`src/rtl/dds_pkg.sv`:
```
// Shared definitions for the DDS step recovery block: FSM states and default width.
package dds_pkg;

  localparam int DDS_W = 12;

  typedef enum logic [1:0] {
    IDLE   = 2'd0,
    TRACK  = 2'd1,
    LOCKED = 2'd2
  } dds_state_t;

endpackage

```
`src/rtl/dds_step_recovery_if.sv`:
```
// Phase-sample in / recovered-step out bundle for dds_step_recovery.
// err_count exists only when DDS_STEP_RECOVERY_ERRCNT_EN is defined.
interface dds_step_recovery_if #(
  parameter int W = 12
);

  logic [W-1:0] phase_in;
  logic         phase_valid;
  logic [W-1:0] step_out;
  logic         locked;
  logic         step_change;
`ifdef DDS_STEP_RECOVERY_ERRCNT_EN
  logic [15:0]  err_count;
`endif

  modport master (
    output phase_in, phase_valid,
    input  step_out, locked, step_change
`ifdef DDS_STEP_RECOVERY_ERRCNT_EN
    , input err_count
`endif
  );

  modport slave (
    input  phase_in, phase_valid,
    output step_out, locked, step_change
`ifdef DDS_STEP_RECOVERY_ERRCNT_EN
    , output err_count
`endif
  );

endinterface

```
`src/rtl/dds_phase_diff.sv`:
```
// Holds the previous phase sample and forms the modulo-2^W difference to the new one.
// o_deltaValid is high only for valid samples that have a primed predecessor.
module dds_phase_diff
  import dds_pkg::*;
#(
  parameter int W = DDS_W
) (
  input  logic         clk,
  input  logic         reset,
  input  logic [W-1:0] i_phase,
  input  logic         i_valid,
  output logic [W-1:0] o_delta,
  output logic         o_deltaValid
);

  logic [W-1:0] r_prevPhase;
  logic         r_primed;

  always_ff @(posedge clk) begin
    if (reset) begin
      r_prevPhase <= '0;
      r_primed    <= 1'b0;
    end else if (i_valid) begin
      r_prevPhase <= i_phase;
      r_primed    <= 1'b1;
    end
  end

  // Wrap-around falls out of the W-bit subtraction.
  assign o_delta      = i_phase - r_prevPhase;
  assign o_deltaValid = i_valid & r_primed;

endmodule

```
`src/rtl/dds_step_recovery.sv`:
```
// Recovers the phase-accumulator step from sampled phase words and reports lock.
// Define DDS_STEP_RECOVERY_ERRCNT_EN to add a saturating lock-loss counter (err_count).
module dds_step_recovery
  import dds_pkg::*;
#(
  parameter int W          = DDS_W,
  parameter int LOCK_COUNT = 4
) (
  input  logic                 clk,
  input  logic                 reset,
  dds_step_recovery_if.slave   bus
);

  localparam logic [3:0] LOCK_CNT = 4'(LOCK_COUNT);

  dds_state_t   r_state, w_nextState;
  logic [W-1:0] r_candidate, w_nextCandidate;
  logic [3:0]   r_count, w_nextCount;
  logic [W-1:0] r_stepOut, w_nextStepOut;
  logic         r_locked, w_nextLocked;
  logic         r_stepChange, w_nextStepChange;

  logic [W-1:0] w_delta;
  logic         w_deltaValid;

  dds_phase_diff #(.W(W)) u_phaseDiff (
    .clk          (clk),
    .reset        (reset),
    .i_phase      (bus.phase_in),
    .i_valid      (bus.phase_valid),
    .o_delta      (w_delta),
    .o_deltaValid (w_deltaValid)
  );

  always_ff @(posedge clk) begin
    if (reset) begin
      r_state      <= IDLE;
      r_candidate  <= '0;
      r_count      <= '0;
      r_stepOut    <= '0;
      r_locked     <= 1'b0;
      r_stepChange <= 1'b0;
    end else begin
      r_state      <= w_nextState;
      r_candidate  <= w_nextCandidate;
      r_count      <= w_nextCount;
      r_stepOut    <= w_nextStepOut;
      r_locked     <= w_nextLocked;
      r_stepChange <= w_nextStepChange;
    end
  end

  // Lock is declared on the same sample whose match brings the run up to LOCK_COUNT.
  always_comb begin
    w_nextState      = r_state;
    w_nextCandidate  = r_candidate;
    w_nextCount      = r_count;
    w_nextStepOut    = r_stepOut;
    w_nextLocked     = r_locked;
    w_nextStepChange = 1'b0;

    case (r_state)
      IDLE: begin
        if (bus.phase_valid) begin
          w_nextState     = TRACK;
          w_nextCandidate = '0;
          w_nextCount     = '0;
        end
      end

      TRACK: begin
        if (w_deltaValid) begin
          if (w_delta == r_candidate && r_count != 4'd0) begin
            w_nextCount = (r_count >= LOCK_CNT) ? LOCK_CNT : r_count + 4'd1;
          end else begin
            w_nextCandidate = w_delta;
            w_nextCount     = 4'd1;
          end
          if (w_nextCount == LOCK_CNT) begin
            w_nextState   = LOCKED;
            w_nextStepOut = w_nextCandidate;
            w_nextLocked  = 1'b1;
          end
        end
      end

      LOCKED: begin
        if (w_deltaValid && w_delta != r_candidate) begin
          w_nextState      = TRACK;
          w_nextCandidate  = w_delta;
          w_nextCount      = 4'd1;
          w_nextLocked     = 1'b0;
          w_nextStepChange = 1'b1;
        end
      end

      default: begin
        w_nextState = IDLE;
      end
    endcase
  end

  assign bus.step_out    = r_stepOut;
  assign bus.locked      = r_locked;
  assign bus.step_change = r_stepChange;

`ifdef DDS_STEP_RECOVERY_ERRCNT_EN
  logic [15:0] r_errCount;

  // Every LOCKED->TRACK transition is exactly one step_change pulse.
  always_ff @(posedge clk) begin
    if (reset) begin
      r_errCount <= '0;
    end else if (w_nextStepChange && r_errCount != 16'hFFFF) begin
      r_errCount <= r_errCount + 16'd1;
    end
  end

  assign bus.err_count = r_errCount;
`endif

endmodule

```
`src/flat_wrapper.sv`:
```
// flat-port wrapper written by rule: the top's interface ports become plain ports
module dds_step_recovery_flat import dds_pkg::*;
#(
  parameter int W          = DDS_W,
  parameter int LOCK_COUNT = 4
)
  (clk, reset, bus_phase_in, bus_phase_valid, bus_step_out, bus_locked, bus_step_change);
  dds_step_recovery_if #(.W(W)) bus_i ();
  input  logic clk;
  input  logic reset;
  input wire logic [$bits(bus_i.phase_in)-1:0] bus_phase_in;
  input wire logic [$bits(bus_i.phase_valid)-1:0] bus_phase_valid;
  output wire logic [$bits(bus_i.step_out)-1:0] bus_step_out;
  output wire logic [$bits(bus_i.locked)-1:0] bus_locked;
  output wire logic [$bits(bus_i.step_change)-1:0] bus_step_change;
  assign bus_i.phase_in = bus_phase_in;
  assign bus_i.phase_valid = bus_phase_valid;
  assign bus_step_out = bus_i.step_out;
  assign bus_locked = bus_i.locked;
  assign bus_step_change = bus_i.step_change;
  dds_step_recovery #(.W(W), .LOCK_COUNT(LOCK_COUNT)) u_core (.clk(clk), .reset(reset), .bus(bus_i));
endmodule
```
`config.mk`:
```
export PLATFORM = sky130hd
export DESIGN_NAME = dds_step_recovery_flat
export DESIGN_NICKNAME = d
export VERILOG_FILES = /design/src/rtl/dds_pkg.sv /design/src/rtl/dds_step_recovery_if.sv /design/src/rtl/dds_phase_diff.sv /design/src/rtl/dds_step_recovery.sv /design/src/flat_wrapper.sv
export SDC_FILE = /design/constraint.sdc
export NUM_CORES = 1
export LEC_CHECK = 0
export ABC_AREA = 1
export CAP_MARGIN = 30
export CORE_MARGIN = 3
export CORE_UTILIZATION = 30
export DETAILED_ROUTE_END_ITERATION = 7
export HOLD_SLACK_MARGIN = 0.15
export SYNTH_ARGS = -nofsm -noshare
export SYNTH_HDL_FRONTEND = slang
export SYNTH_SLANG_ARGS = --single-unit
export TNS_END_PERCENT = 5
```
`constraint.sdc`:
```
create_clock -name clk -period 3.17 [get_ports clk]
set_clock_uncertainty 0.2 [all_clocks]
set_input_delay 0.634 -clock clk [delete_from_list [all_inputs] [get_ports clk]]
set_output_delay 0.634 -clock clk [all_outputs]
set_load 0.02 [all_outputs]
```
### Word-level counts from Yosys, hierarchy flattened

Cells that the tools add are included.

| word-level totals | value |
|---|---|
| output and inout bits | 14 |
| flip-flop bits (word level) | 45 |

| cells by class | value |
|---|---|
| reduce and logical (&&, ||, !) cells | 11 |
| equal/unequal tests | 9 |
| bitwise logic cells | 2 |
| order comparisons | 1 |
| add/subtract/negate cells | 2 |
| muxes and demuxes | 23 |

Operators with widths:

| kind | count |
|---|---|
| 12-bit 2-to-1 mux | 4 |
| 12-bit one-hot mux with 3 select lines | 1 |
| 4-bit 2-to-1 mux | 7 |
| 12-bit == test | 1 |
| 12-bit != test | 1 |
| 4-bit one-hot mux with 3 select lines | 1 |
| 4-bit AND reduction | 3 |
| 12-bit subtractor | 1 |
| 2-bit 2-to-1 mux | 4 |
| 2-bit by 1-bit != test with 1-bit output, second input constant | 3 |
| 2-bit one-hot mux with 3 select lines | 1 |
| 4-bit by 1-bit adder with 4-bit output, second input constant | 1 |
| 4-bit by 3-bit == test with 1-bit output, second input constant | 1 |
| 4-bit by 3-bit greater-or-equal comparator with 1-bit output, second input constant | 1 |
| 1-bit 2-to-1 mux | 4 |
| 4-bit nonzero test | 1 |
| 3-bit AND reduction | 1 |
| 3-bit nonzero test | 1 |
| 2-bit by 1-bit == test with 1-bit output, second input constant | 1 |
| 2-bit == test, second input constant | 1 |
| 1-bit logical AND | 2 |
| 2-bit zero test | 1 |
| 2-bit != test, second input constant | 1 |
| 1-bit one-hot mux with 2 select lines | 1 |
| other kinds (4) | 4 |

### Logic depth before layout (Yosys ltp)

| logic depth | value |
|---|---|
| word-level depth | 10 |
| gate-level depth with buffers | 22 |

### By module

From an unflattened synthesis, not the netlist that was laid out.

| unflattened totals | value |
|---|---|
| cell total of the unflattened synthesis | 457 |
| area total of the unflattened synthesis | 2927.8 µm² |

By module, submodules not included:

| module | times used | area an instance (µm²) | cells each |
|---|---|---|---|
| dds_step_recovery | 1 | 1785.5 | 273 |
| dds_phase_diff | 1 | 1142.3 | 184 |

### Least setup slack after synthesis

No wires, ideal clock.

| timing path | value |
|---|---|
| kind | input -> register |
| from | input port bus_phase_in[0] |
| to | register u_core.r_stepOut[5], in the netlist u_core.bus.step_out[5] |
| arrival time | 2699 ps |
| setup slack | 158 ps |
| path buffers | 1 |
| cell stages on the path | 18 |
| cell sequence | inv_1 > ha_1 > fa_1 > xor2_1 > nand2_1 > nor2_1 > nand2_1 > nor2_1 > nand2_1 > nor2_1 > nand3_1 > clkinv_1 > nand3_4 > nor2_4 > nand4_4 > buf_6 > nor2_1 > nor2_1 |

| between the ends | value |
|---|---|
| longest elaborated chain between the ends | 8 |
| elaborated cells on any way between the ends | 9 |
| those cells by class | 1 x add/sub; 2 x eq/ne; 4 x mux; 2 x reduce/logical |

RTL lines:

| what | line | text |
|---|---|---|
| start, declared | flat_wrapper.sv:11 | `input wire logic [$bits(bus_i.phase_in)-1:0] bus_phase_in;` |
| 12-bit subtractor (*) | dds_phase_diff.sv:30 | `assign o_delta = i_phase - r_prevPhase;` |
| 12-bit == test | dds_step_recovery.sv:73 | `if (w_delta == r_candidate && r_count != 4'd0) begin` |
| 1-bit logical AND | dds_step_recovery.sv:73 |  |
| 4-bit 2-to-1 mux | dds_step_recovery.sv:73 |  |
| 4-bit 2-to-1 mux | dds_step_recovery.sv:72 | `if (w_deltaValid) begin` |
| 4-bit 2-to-1 mux | dds_step_recovery.sv:62 | `case (r_state)` |
| 4-bit by 3-bit == test with 1-bit output | dds_step_recovery.sv:79 | `if (w_nextCount == LOCK_CNT) begin` |
| 3-bit AND reduction (no source line) | -- |  |
| end signal, assigned | dds_step_recovery.sv:47 | `r_stepOut <= w_nextStepOut;` |
| end, declared | dds_step_recovery.sv:19 | `logic [W-1:0] r_stepOut, w_nextStepOut;` |

Every way passes the cells marked *; elsewhere a longest branch is shown, timed or not. The select of a mux whose other input is x is not followed.
A chain may end at the register's enable or synchronous reset.

### Final worst setup path

| timing path | value |
|---|---|
| from | input port bus_phase_in[0] |
| to | register u_core.r_count[0] |

| between the ends | value |
|---|---|
| longest elaborated chain between the ends | 8 |
| elaborated cells on any way between the ends | 12 |
| those cells by class | 1 x add/sub; 3 x eq/ne; 5 x mux; 3 x reduce/logical |

RTL lines:

| what | line | text |
|---|---|---|
| 12-bit subtractor (*) | dds_phase_diff.sv:30 |  |
| 12-bit == test | dds_step_recovery.sv:73 |  |
| 1-bit logical AND | dds_step_recovery.sv:73 |  |
| 4-bit 2-to-1 mux | dds_step_recovery.sv:73 |  |
| 4-bit 2-to-1 mux | dds_step_recovery.sv:72 |  |
| 4-bit 2-to-1 mux | dds_step_recovery.sv:62 |  |
| 4-bit 2-to-1 mux | dds_step_recovery.sv:72 |  |
| 4-bit one-hot mux with 3 select lines | dds_step_recovery.sv:62 |  |
| end signal, assigned | dds_step_recovery.sv:46 | `r_count <= w_nextCount;` |
| end, declared | dds_step_recovery.sv:18 | `logic [3:0] r_count, w_nextCount;` |

Marked as above.

==> metrics.txt <==
CTS root buffer clkbuf_8; cell leakage power 0.002220 uW; largest net degree at the start of global routing 20; IO Pins 29; Final setup viols 0; Post-synth EDFFs 0; Worst Hold Class reg2reg; crit end category flip-flop; # hold bufs at CTS 0; Final min period 3.096 ns; R2R Path End u_core.r_count[0]; CTS Buffer Depth 2; first-pass GRT wire length 15930 um; Slew Limit Headroom 0.3611; Hold Fails Final Rpt 0; Finished Cell Area 4552 um^2; Hold EP u_core.u_phaseDiff.r_prevPhase[10]; hold path start u_core.u_phaseDiff.r_prevPhase[10]; synth warn 0; Required @ worst endpoint around 3.2 ns; worst IR drop on VDD 0.1660 mV; Starting Density 0.3128; synth unique cells 29; Area Growth Syn to Fin 38.49%; nets around 660; Post-Place Cell Area 4034 um^2; CP Launch Type primary input; highest clock rate 323.0 MHz; core area 10510 um^2; die area between 10000 and 15000 um^2; Buffers on Ports 28; PnR Total Power ~1900 uW; area leader, netlist dfxtp_1; asr flop ratio synth 0; power density over cell area 419.4 nW/um^2; gr ovfl total 0; Arr. time, crit path 3.15 ns; hpwl dp 6837 um; TritonRoute pass-1 iters 5; GRT Total Usage 0.1555; Syn Inst Count 536; share of cells above drive strength 1 0.2288; Initial DRC Count 197; Clock Sinks 45; RSZ-0062 raised after global routing yes; vias in the first global route 3492; Vias 3640; total CTS buffers 5; worst-path fanout max 5; Crit Path Category in2reg; Post-Syn Area per Cell 6.132 um^2; wire per inst 12.48 um; Antenna Cells 0; number of vias per cell about 4.8; drt drc 0; worst slack at placement -0.6717 ns; gpl congestion 0.8602; Std-Cell Rows 37; reg2reg setup slack 0.14 ns; WL final 9497 um; FF-to-FF path depth 18; r2r startpoint u_core.u_phaseDiff.r_prevPhase[0]; max-slew violations 0; status finished, final reports clean; TritonCTS clock tree done; Synth area leaders dfxtp_1, nand2_1, inv_1; depth of the CTS H-tree 2; Syn Nets 569; initial antenna violation count 0; Die Y ~110 um; worst slew pin tran 0.9520 ns; Final Util 0.4331; count leader, synth nand2_1; Period Utilization, post-route 0.9767; # fillers approximately 1100; Min-Delay Path Depth 2; ANT nets after route 0; share of the synthesized area in the top cell type 0.2741; top cells by count, synth nand2_1, inv_1, nor2_1, nand3_1, dfxtp_1; final worst setup slack roughly 0.074 ns; total of max-cap violations 0; Die Width about 110 um; Seq/Total Area, Yosys 0.2741; clk slew on worst S/H paths 0.09 ns; WHS 0.2651 ns; Worst-Skew Late Latency 0.31 ns; Netlist Area Pre-Place 3287 um^2; Main synth FF type dfxtp_1; synthesized flop and latch total 45
## registers in the layout, indices dropped and copies added, names as in the netlist
register,flops
u_core.bus.locked,1
u_core.bus.step_change,1
u_core.bus.step_out,12
u_core.r_candidate,12
u_core.r_count,4
u_core.r_state,2
u_core.u_phaseDiff.r_prevPhase,12
u_core.u_phaseDiff.r_primed,1
## layer usage
| metal | share of wire | wire length, um | global-route usage | vias to the layer above |
|---|---|---|---|---|
| li1 | - | - | - | 1886 |
| met1 | 0.44 | 4173 | 0.1798 | 1672 |
| met2 | 0.50 | 4777 | 0.2836 | 65 |
| met3 | 0.035 | 335 | 0.03002 | 17 |
| met4 | 0.022 | 210 | 0.05501 | 0 |
| met5 | 0 | 0 | 0 | - |
## stage by stage
step	setup TNS [ns]	cells
final	0	761
after global routing	-1.106	761
after CTS	0	756
after detailed placement	-17.60	736
after global placement	-15.71	736
after floorplan	0	536
## critical path: stages
cell and delay [ns]:
buf_6 0.08, inv_4 0.03, ha_4 0.15, fa_2 0.54, xor2_1 0.15, nand2_1 0.08, nor2_2 0.15, buf_4 0.12
buf_4 0.09, nand3_1 0.07, nor2_1 0.13, nand2_1 0.07, nor2_1 0.11, nand3_1 0.12, nand3_2 0.11, nand2_4 0.09
buf_4 0.17, a21oi_1 0.13, nor2_1 0.07, nor2_1 0.07
## worst max-delay path by stage
stage,slack (ns),depth (start not counted),end,startpoint
after CTS,0.01,17,u_core.bus.step_out[6],bus_phase_in[9]
after floorplan,0.16,18,u_core.bus.step_out[5],bus_phase_in[0]
after global placement,-0.62,18,u_core.bus.step_out[6],bus_phase_in[0]
after global routing,-0.14,20,u_core.bus.step_out[1],bus_phase_in[0]
after detailed placement,-0.67,20,u_core.bus.step_out[6],bus_phase_in[0]
final,0.07,20,u_core.r_count[0],bus_phase_in[0]
## final cells by class
class	count	area [um^2]	area share
well taps	136	170.2	0.03738
flip-flops and latches	45	900.9	0.1979
clock inverters	2	38.79	0.008521
inverters	94	357.8	0.07861
clock buffers	6	72.57	0.01594
repair buffers	92	785.8	0.1726
multi-input cells	386	2226	0.4890
## cell usage in the layout (no fill, tap or decap), drive strengths merged, types with 16 or more instances in the layout
master         instances
buf                   65
a21oi                 43
clkdlybuf4s50         18
nor2                  59
inv                   94
nand4                 25
nand3                 56
o21ai                 16
nand2                157
ha                    17
dfxtp                 45
## what timing repair did
item / 4_1_cts / 5_1_grt
pin swaps: 15 / 21
buffers inserted: 9 / 5
endpoints found under the setup margin: 31 / 31
resized for setup: 22 / 39
gates cloned: 3 / 0
## power by group
group	internal (uW)	total (uW)	switching (uW)	leakage, uW
Combinational	336	839	503	0.00180
Clock	237	459	221	0.0000554
Sequential	594	612	17.4	0.000367
Total	1170	1910	742	0.00222
## kinds of logic (layout without fill, tap and decap cells)
group | Yosys count | count (layout) | share of synthesized area
AOI/OAI and AO/OA | 63 | 63 | 0.09897
DFF | 45 | 45 | 0.2741
adders and majority gates | 18 | 18 | 0.07080
xor gates and xnor gates | 3 | 3 | 0.007995
and+or+nand+nor | 299 | 302 | 0.4168
buffers and inverters | 108 | 194 | 0.1313
Power figures use the tool's default switching activity.
